[config.mk]
export PLATFORM = sky130hd
export DESIGN_NAME = program_encoder
export DESIGN_NICKNAME = d
export VERILOG_FILES = /design/src/rtl/program_encoder.sv
export SDC_FILE = /design/constraint.sdc
export NUM_CORES = 1
export LEC_CHECK = 0
export ABC_CLOCK_PERIOD_IN_PS = 2230
export CAP_MARGIN = 20
export CORE_MARGIN = 2
export CORE_UTILIZATION = 27
export CTS_CLUSTER_SIZE = 16
export DETAILED_ROUTE_END_ITERATION = 7
export PLACE_DENSITY_LB_ADDON = 0.12
export RECOVER_POWER = 50
export SETUP_SLACK_MARGIN = 0.5
export SYNTH_ARGS = -nofsm -noshare
export SYNTH_HDL_FRONTEND = slang
export SYNTH_SLANG_ARGS = --single-unit
[constraint.sdc]
create_clock -name clk -period 2.23 [get_ports clk]
set_input_delay 0.3345 -clock clk [delete_from_list [all_inputs] [get_ports clk]]
set_output_delay 0.3345 -clock clk [all_outputs]
set_load 0.01 [all_outputs]
[src/rtl/program_encoder.sv]
// Packs decoded instruction fields into 16-bit ISA words and streams them to
// program memory at consecutive addresses through a small registered FIFO.
module program_encoder #(
    parameter int PROGRAM_MEM_ADDR_BITS = 8,
    parameter int FIFO_DEPTH            = 4
) (
    input  logic                             clk,
    input  logic                             reset,
    input  logic                             start,
    input  logic [PROGRAM_MEM_ADDR_BITS-1:0] base_addr,
    input  logic                             in_valid,
    output logic                             in_ready,
    input  logic [3:0]                       in_opcode,
    input  logic [3:0]                       in_rd,
    input  logic [3:0]                       in_rs,
    input  logic [3:0]                       in_rt,
    input  logic [7:0]                       in_imm8,
    input  logic [3:0]                       in_cond,
    output logic                             mem_write_valid,
    input  logic                             mem_write_ready,
    output logic [PROGRAM_MEM_ADDR_BITS-1:0] mem_write_address,
    output logic [15:0]                      mem_write_data,
    output logic                             busy,
    output logic                             done,
    output logic                             error,
    output logic [1:0]                       error_code,
    output logic [PROGRAM_MEM_ADDR_BITS:0]   instr_count
);
    localparam int N  = PROGRAM_MEM_ADDR_BITS;
    localparam int PW = $clog2(FIFO_DEPTH);

    typedef enum logic [1:0] {S_IDLE, S_LOAD, S_DRAIN, S_DONE} state_t;
    typedef enum logic [1:0] {ERR_NONE = 2'b00, ERR_ILLEGAL = 2'b01, ERR_OVERFLOW = 2'b10} err_t;

    state_t         r_state;
    err_t           r_error_code;
    logic [N-1:0]   r_wr_addr;
    logic [N:0]     r_instr_count;
    logic           r_error;
    logic           r_done;
    logic [N-1:0]   r_fifo_addr [FIFO_DEPTH];
    logic [15:0]    r_fifo_data [FIFO_DEPTH];
    logic [PW:0]    r_wr_ptr;
    logic [PW:0]    r_rd_ptr;

    logic           w_legal;
    logic [15:0]    w_word;
    logic           w_empty;
    logic           w_full;
    logic           w_accept;
    logic           w_push;
    logic           w_pop;
    logic           w_at_top;

    always_comb begin
        // NOTE: defaults first so every path assigns both outputs and no latch is inferred.
        w_legal = 1'b1;
        w_word  = 16'h0000;
        case (in_opcode)
            4'h0:                   w_word = 16'h0000;
            4'h1:                   w_word = {4'h1, in_cond, in_imm8};
            4'h2:                   w_word = {4'h2, 4'h0, in_rs, in_rt};
            4'h3, 4'h4, 4'h5, 4'h6: w_word = {in_opcode, in_rd, in_rs, in_rt};
            4'h7:                   w_word = {4'h7, in_rd, in_rs, 4'h0};
            4'h8:                   w_word = {4'h8, 4'h0, in_rs, in_rt};
            4'h9:                   w_word = {4'h9, in_rd, in_imm8};
            4'hF:                   w_word = 16'hF000;
            default:                w_legal = 1'b0;
        endcase
    end

    // Extra pointer bit distinguishes full from empty when the indices match.
    assign w_empty  = (r_wr_ptr == r_rd_ptr);
    assign w_full   = (r_wr_ptr[PW] != r_rd_ptr[PW]) && (r_wr_ptr[PW-1:0] == r_rd_ptr[PW-1:0]);
    assign in_ready = (r_state == S_LOAD) && !w_full;
    assign w_accept = in_valid && in_ready;
    assign w_push   = w_accept && w_legal;
    assign w_pop    = !w_empty && mem_write_ready;
    assign w_at_top = (r_wr_addr == {N{1'b1}});

    assign mem_write_valid   = !w_empty;
    assign mem_write_address = w_empty ? '0 : r_fifo_addr[r_rd_ptr[PW-1:0]];
    assign mem_write_data    = w_empty ? '0 : r_fifo_data[r_rd_ptr[PW-1:0]];
    assign busy              = (r_state != S_IDLE);
    assign done              = r_done;
    assign error             = r_error;
    assign error_code        = r_error_code;
    assign instr_count       = r_instr_count;

    always_ff @(posedge clk) begin
        // NOTE: sequential state uses non-blocking assignments so every register samples pre-edge values.
        if (reset) begin
            r_wr_ptr <= '0;
            r_rd_ptr <= '0;
        end else begin
            if (w_push) r_wr_ptr <= r_wr_ptr + (PW+1)'(1);
            if (w_pop)  r_rd_ptr <= r_rd_ptr + (PW+1)'(1);
        end
    end

    // NOTE: storage is not reset; the pointers alone define validity and outputs are gated when empty.
    always_ff @(posedge clk) begin
        if (w_push) begin
            r_fifo_addr[r_wr_ptr[PW-1:0]] <= r_wr_addr;
            r_fifo_data[r_wr_ptr[PW-1:0]] <= w_word;
        end
    end

    always_ff @(posedge clk) begin
        if (reset) begin
            r_state       <= S_IDLE;
            r_wr_addr     <= '0;
            r_instr_count <= '0;
            r_error       <= 1'b0;
            r_error_code  <= ERR_NONE;
            r_done        <= 1'b0;
        end else begin
            r_done <= 1'b0;
            case (r_state)
                S_IDLE: if (start) begin
                    r_state       <= S_LOAD;
                    r_wr_addr     <= base_addr;
                    r_instr_count <= '0;
                    r_error       <= 1'b0;
                    r_error_code  <= ERR_NONE;
                end
                S_LOAD: if (w_accept) begin
                    if (!w_legal) begin
                        r_error <= 1'b1;
                        if (!r_error) r_error_code <= ERR_ILLEGAL;
                    end else begin
                        r_instr_count <= r_instr_count + (N+1)'(1);
                        if (!w_at_top) r_wr_addr <= r_wr_addr + N'(1);
                        if (in_opcode == 4'hF) begin
                            r_state <= S_DRAIN;
                        end else if (w_at_top) begin
                            // Last address consumed: stop loading rather than wrap.
                            r_state <= S_DRAIN;
                            r_error <= 1'b1;
                            if (!r_error) r_error_code <= ERR_OVERFLOW;
                        end
                    end
                end
                S_DRAIN: if (w_empty) begin
                    r_state <= S_DONE;
                    r_done  <= 1'b1;
                end
                S_DONE:  r_state <= S_IDLE;
                default: r_state <= S_IDLE;
            endcase
        end
    end
endmodule
==> results by group, run 1 <==
Timing
  – Final hold vios: 0
  – WHS: around 460 ps
  – Fin worst setup slack: between 40 and 50 ps
  – Setup Skew: 5.728 ps
  – Final min period: approximately 2200 ps
  – Final period util: 97.84%
  – Finish-stage setup viols: 0
  – Worst slew margin: around three fifths
  – Max frequency: 458.3 MHz
  – Unrepaired setup endpoints after global routing: true
  – Pins Over Slew Limit: 0
  – Actual slew at the worst max-slew pin: a little under 600 ps

Final layout
  – Layout Utilization: between 40% and 50%
  – Inserted Diodes: 0
  – Leading cell type in the layout, fill and taps excluded: edfxtp_1
  – Number of nets in the layout: about 660
  – Layout fillers: between 1500 and 2000
  – Layout area overhead: 53.27%
  – Commonest non-fill, non-tap cells in the layout: edfxtp_1, buf_4, buf_6
  – Share of post-route cells with drive strength above 1: between 40 and 50%
  – Post-route cell area: 0.009007 sq mm

Placed design
  – Area after DPL: around 0.0074 sq mm
  – Pre-CTS setup slack: ~23 ps
  – Dpl hpwl: around 11000 microns
  – RePlAce Congestion: ~0.77
  – I/O Buffers: 80

Synthesis
  – Netlist cell types: 55
  – Syn Nets: a little under 500
  – Post-synth EDFFs: 96
  – Post-Syn Area: just under 0.006 sq mm
  – Mean Syn Cell Area: ~13 sq um
  – Post-Syn Instances: between 400 and 500
  – Post-synth ARST share: 0%
  – Sequential area share after synthesis: 59.61%
  – Synth top area cells: edfxtp_1, dfxtp_1, mux4_2, and2_1, ha_1
  – Most common flop cell mapped by yosys: edfxtp_1
  – Synthesized flop and latch total: between 100 and 150
  – Largest area contributor in the netlist: edfxtp_1
  – Share of the synthesized area in the top cell type: approximately half
  – Synth Warn #: 0

Setup path
  – Startpoint Class: register
  – CP max stage delay: around 500 ps
  – Setup CP Type: register to primary output
  – Crit Reg-Reg Startpoint: r_state[0]
  – CP Capture Type: primary output
  – Slowest CP cell: mux4_2
  – Crit-path leading delay family: multiplexers
  – Critical Path AT: about 1900 ps
  – FF-to-FF setup slack: ~270 ps
  – CP required: approximately 1900 ps
  – Worst R2R End: instr_count[5]
  – R2R depth: 6
  – Most used cell, CP: buf_6
  – Worst-path cell chain: buf_6 -> buf_16 -> mux4_2 -> and2_4 -> buf_6
  – Worst-path maximum fanout: 6
  – Buffers & Inverters on Critical Path: 3

Detailed routing
  – DR pass1 iterations: 4
  – Post-route ant nets: 0
  – Routed len/inst: 18.63 microns
  – WL final: 16660 microns
  – Via density: 4.801
  – First-iteration detailed-routing DRC count: between 100 and 150
  – Drt drc: 0
  – Vias: 4292

Run
  – Max_cap viols: 0

GRT
  – Initial antenna violation count: 0
  – GRT overflow: 0
  – Vias in the first global route: 4379
  – Largest net degree at the start of global routing: 26
  – First-pass GRT wire length: 24780 microns
  – Overall Global Routing Usage: 14.63%

Die
  – Rows: 53
  – Die Span Y: between 150 and 200 microns
  – Die Width: ~150 microns
  – Ports: 81
  – Total die area: between 0.02 and 0.025 sq mm
  – Starting density of the core: between 20% and 30%
  – Core Region: roughly 0.021 sq mm

Worst hold path
  – Worst hold path class: register to register
  – Worst hold stages: 2
  – Hold Crit Endpoint: error_code[1]
  – Hold Path Origin: error_code[1]

Clock network
  – Clock-pin slew on the worst setup and hold paths: 60 ps
  – Hold_buf cts: 0
  – H-tree lvl count: 4
  – CTS tree: yes
  – CTS buffer count: 17
  – Clk_lat worst skew: 420 ps
  – Total clock sinks: 127
  – CTS max path bufs: 2
  – Root buf cell: clkbuf_16

Pwr
  – Pleak: 3.284 nW
  – Worst IR drop on VDD: roughly 0.00052 V
  – Overall power: between 8 and 9 mW
  – PD cells: around 1000 mW/mm^2

Outcome
  – Outcome: complete, no violations
cells in the mapped netlist, types with 3 or more instances:
| master | number |
|---|---|
| nand3_1 | 19 |
| dfxtp_1 | 31 |
| a21oi_1 | 13 |
| nand2_1 | 32 |
| and3_1 | 7 |
| or3_1 | 6 |
| ha_1 | 11 |
| a31oi_1 | 6 |
| and2_1 | 32 |
| nor2b_1 | 3 |
| buf_6 | 3 |
| xor2_1 | 6 |
| nand4_1 | 11 |
| buf_2 | 4 |
| a21boi_0 | 3 |
| a22o_1 | 11 |
| mux2_2 | 5 |
| nor2_1 | 15 |
| xnor2_1 | 4 |
| nor3_1 | 3 |
| mux4_2 | 24 |
| edfxtp_1 | 96 |
| clkbuf_1 | 17 |
| inv_1 | 11 |
| o311ai_1 | 3 |
| mux2i_1 | 11 |
| nand2b_1 | 5 |
| o21ai_0 | 8 |
| or4_1 | 4 |
power breakdown:
part	switching (mW)	internal, mW	total, mW
sequential	0.201	2.82	3.02
clock	1.07	1.66	2.73
combinational	1.51	1.72	3.23
total	2.78	6.20	8.98
state kept, by name (all words and copies together) (netlist names), named ones only:
register / cells
error_code: 2
r_fifo_data: 64
r_rd_ptr: 3
r_state: 2
r_fifo_addr: 32
r_wr_addr: 8
r_wr_ptr: 3
instr_count: 9
error: 1
done: 1
tightest hold or removal path, cell delays in order (launching register included):
cell	delay (ps)
dfxtp_1	300
nand2_1	60
mux2i_1	50
through the flow:
| stage | setup TNS, ps | cells |
|---|---|---|
| floorplan | 0 | 438 |
| global placement | 0 | 813 |
| detailed placement | 0 | 813 |
| CTS | 0 | 880 |
| global route | -112.6 | 894 |
| finish | 0 | 894 |
cell type report:
class / count / area (sq um) / share of cell area, %
timing repair buffer: 176 / 1919 / 21.31
tap: 275 / 344.1 / 3.820
clock buffer: 17 / 425.4 / 4.723
inverter: 11 / 51.30 / 0.5695
clock inverter: 15 / 163.9 / 1.820
multi-input combinational: 273 / 2571 / 28.55
sequential: 127 / 3532 / 39.21
cell families (layout without fill, tap and decap cells):
kind of cell,count (synthesis),in the layout,synth area share [%]
and+or+nand+nor,146,146,13.50
DFF,127,127,59.61
AOI/OAI and AO/OA,66,66,8.005
muxes,40,40,12.03
buffers and inverters,38,219,3.023
adders and majority gates,11,11,2.342
xor gates and xnor gates,10,10,1.490
worst max-delay path by stage:
| stage | to | slack [ps] | startpoint | cells past startpoint |
|---|---|---|---|---|
| detailed placement | r_wr_addr[6] | 20 | in_opcode[1] | 6 |
| global placement | r_fifo_data[0][6] | 60 | in_opcode[1] | 6 |
| finish | mem_write_data[4] | 50 | register | 5 |
| CTS | mem_write_data[8] | 5 | register | 5 |
| global route | mem_write_data[4] | -30 | register | 5 |
| floorplan | r_fifo_addr[3][0] | 440 | in_opcode[1] | 7 |
metal layers:
| metal | routed length (microns) | vias up | part of all wire, % | track usage, % |
|---|---|---|---|---|
| li1 | - | 2034 | - | - |
| met5 | 0 | - | 0 | 0 |
| met3 | 716 | 21 | 4.3 | 3.443 |
| met1 | 7388 | 2140 | 44 | 18.97 |
| met2 | 8254 | 97 | 50 | 23.85 |
| met4 | 296 | 0 | 1.8 | 5.556 |
repair_timing:
action,4_1_cts,5_1_grt
buffers inserted,27,12
cloned,8,2
pin swaps,55,30
resized for setup,216,62
endpoints found under the setup margin,167,178
(Power assumes the default switching activity.)
==> run 2: changes to the inputs <==
Settings changed: GPL_TIMING_DRIVEN set to 0.
==> run 2 against run 1 <==
Compared with the run above:
- combinational power is 21% higher
- sequential power hardly changed
- sequential share of layout area is 0.48 points higher
- setup slack lost 82 ps
- the flow now finishes with violations (negative setup slack)
- design area down 1.1%
- cell count fell by 0.34%
- largest power group unchanged
- register-to-register slack worse by 110 ps
- via count increased by 2.2%
- clock-buffer cell count rose by 1
==> results by group, run 2 (same netlist as run 1, synthesis figures left out) <==
Outcome
  – Outcome: finished, violations left (was complete, no violations)
  – Failing checks: negative setup slack

Setup path
  – Buffers & Inverters on Critical Path: 5 (was 3)
  – Most used cell, CP: buf_6 (unchanged)
  – Critical Path AT: 1930 ps (was 1850 ps)
  – Worst-path maximum fanout: 5 (was 6)
  – CP required: 1900 ps (about the same)
  – Setup CP Type: register to primary output (unchanged)
  – CP Capture Type: primary output (unchanged)
  – Startpoint Class: register (unchanged)
  – CP max stage delay: 490 ps (was 500 ps)
  – Crit-path leading delay family: buffers and inverters (was multiplexers)
  – Slowest CP cell: mux4_2 (unchanged)
  – Worst-path cell chain: buf_8 -> buf_12 -> buf_16 -> buf_6 -> mux4_2 -> and2_4 -> buf_6 (was buf_6 -> buf_16 -> mux4_2 -> and2_4 -> buf_6)

Final layout
  – Register area: 0.003536 sq mm (was 0.003532 sq mm)
  – Layout Utilization: 41.98% (was 42.45%)
  – Number of nets in the layout: 655 (was 658)
  – Layout fillers: 1988 (was 1991)
  – Max reg flops: 64 (unchanged)
  – Layout area overhead: 51.56% (was 53.27%)
  – Multi-input logic area: 0.002685 sq mm (was 0.002571 sq mm)
  – Share of post-route cells with drive strength above 1: 43.18% (was 42.49%)
  – Post-route cell area: 0.008907 sq mm (was 0.009007 sq mm)
  – Inserted Diodes: 0 (unchanged)
  – Leading cell type in the layout, fill and taps excluded: edfxtp_1 (unchanged)
  – Post-Layout Cell Count: 891 (was 894)
  – Commonest non-fill, non-tap cells in the layout: edfxtp_1, buf_6, and2_4 (was edfxtp_1, buf_4, buf_6)

Clock network
  – H-tree lvl count: 4 (unchanged)
  – CTS tree: yes (unchanged)
  – CTS max path bufs: 2 (unchanged)
  – Hold_buf cts: 0 (unchanged)
  – Total clock sinks: 127 (unchanged)
  – Clock-pin slew on the worst setup and hold paths: 60 ps (about the same)
  – CTS buffer count: 17 (unchanged)
  – Root buf cell: clkbuf_16 (unchanged)
  – Clk_lat worst skew: 420 ps (about the same)

Placed design
  – Placed insts: 790 (was 813)
  – Dpl hpwl: 10000 microns (was 10510 microns)
  – I/O Buffers: 77 (was 80)
  – RePlAce Congestion: 0.7617 (was 0.7730)
  – Area after DPL: 0.007041 sq mm (was 0.007407 sq mm)
  – Pre-CTS setup slack: -591.8 ps (was 23.42 ps)

Pwr
  – Worst IR drop on VDD: 0.0006166 V (was 0.0005182 V)
  – Overall power: 9.632 mW (was 8.976 mW)
  – PD cells: 1081 mW/mm^2 (was 996.5 mW/mm^2)
  – Pleak: 3.245 nW (was 3.284 nW)

Detailed routing
  – DR pass1 iterations: 4 (unchanged)
  – WL final: 17830 microns (was 16660 microns)
  – First-iteration detailed-routing DRC count: 223 (was 140)
  – Drt drc: 0 (unchanged)
  – Vias: 4386 (was 4292)
  – Via density: 4.923 (was 4.801)
  – Post-route ant nets: 0 (unchanged)
  – Routed len/inst: 20.01 microns (was 18.63 microns)

Timing
  – Finish-stage setup viols: 4 (was 0)
  – Unrepaired setup endpoints after global routing: true (unchanged)
  – Max frequency: 441.7 MHz (was 458.3 MHz)
  – Worst slew margin: 53.90% (was 61.58%)
  – Actual slew at the worst max-slew pin: 691.5 ps (was 576.3 ps)
  – Final period util: 101.5% (was 97.84%)
  – Final hold vios: 0 (unchanged)
  – Final TNS setup: -44.55 ps (was 0 ps)
  – WHS: 373.4 ps (was 463.7 ps)
  – Fin worst setup slack: -33.97 ps (was 48.11 ps)
  – Setup Skew: 6.838 ps (was 5.728 ps)
  – Pins Over Slew Limit: 0 (unchanged)
  – Final min period: 2264 ps (was 2182 ps)

Die
  – Rows: 53 (unchanged)
  – Ports: 81 (unchanged)
  – Total die area: 0.02296 sq mm (unchanged)
  – Starting density of the core: 27.69% (unchanged)
  – Core Region: 0.02122 sq mm (unchanged)
  – Die Width: 151.5 microns (unchanged)
  – Die Span Y: 151.5 microns (unchanged)

GRT
  – Largest net degree at the start of global routing: 22 (was 26)
  – Overall Global Routing Usage: 15.94% (was 14.63%)
  – First-pass GRT wire length: 26210 microns (was 24780 microns)
  – Initial antenna violation count: 0 (unchanged)
  – Vias in the first global route: 4451 (was 4379)
  – GRT overflow: 0 (unchanged)

Run
  – Max_cap viols: 0 (unchanged)

Worst hold path
  – Worst hold path class: input port to register (was register to register)
==> run 2: worst register-to-register path, stage by stage (launching register included) <==
cell and delay, ps:
dfxtp_1 330, inv_4 70, ha_4 120, buf_6 100
buf_12 110, buf_6 90, and3_1 300, clkbuf_2 360
and2_4 290
==> run 2: area by class of cell <==
cell class              instances  share of cell area, %
inverters                      11                 0.6602
clock buffers                  18                  4.818
well taps                     275                  3.863
multi-input cells             285                  30.14
repair buffers                134                  15.40
clock inverters                14                  1.615
plain buffers                  27                  3.807
flip-flops and latches        127                  39.70
==> run 2: final timing paths <==
| kind | to | slack (ps) | cells after the start | from |
|---|---|---|---|---|
| worst max-delay path | mem_write_data[13] | -30 | 7 | register |
| worst max register to register | r_fifo_addr[0][0] | 160 | 8 | r_state[1] |
| worst min-delay path | r_fifo_data[1][14] | 370 | 2 | in_opcode[2] |
| worst min register to register | error_code[1] | 470 | 2 | error_code[1] |
==> run 2: routing by layer <==
metal | wire [microns] | vias to the layer above | GRT usage, %
met5 | 0 | - | 0
met3 | 796 | 21 | 4.102
met4 | 347 | 0 | 4.861
li1 | - | 2034 | -
met1 | 7948 | 2219 | 20.45
met2 | 8735 | 112 | 26.58
==> run 2: power by group <==
group | leakage [nW] | internal [mW] | switching [mW] | total [mW]
Sequential | 1.14 | 2.81 | 0.227 | 3.04
Clock | 0.267 | 1.64 | 1.04 | 2.68
Combinational | 1.84 | 2.23 | 1.69 | 3.91
==> run 2: repair_timing <==
item | CTS | global route
buffers inserted | 43 | 9
setup endpoints to repair | 204 | 136
gates resized for setup | 267 | 86
gates cloned | 15 | 2
pin swaps | 46 | 32
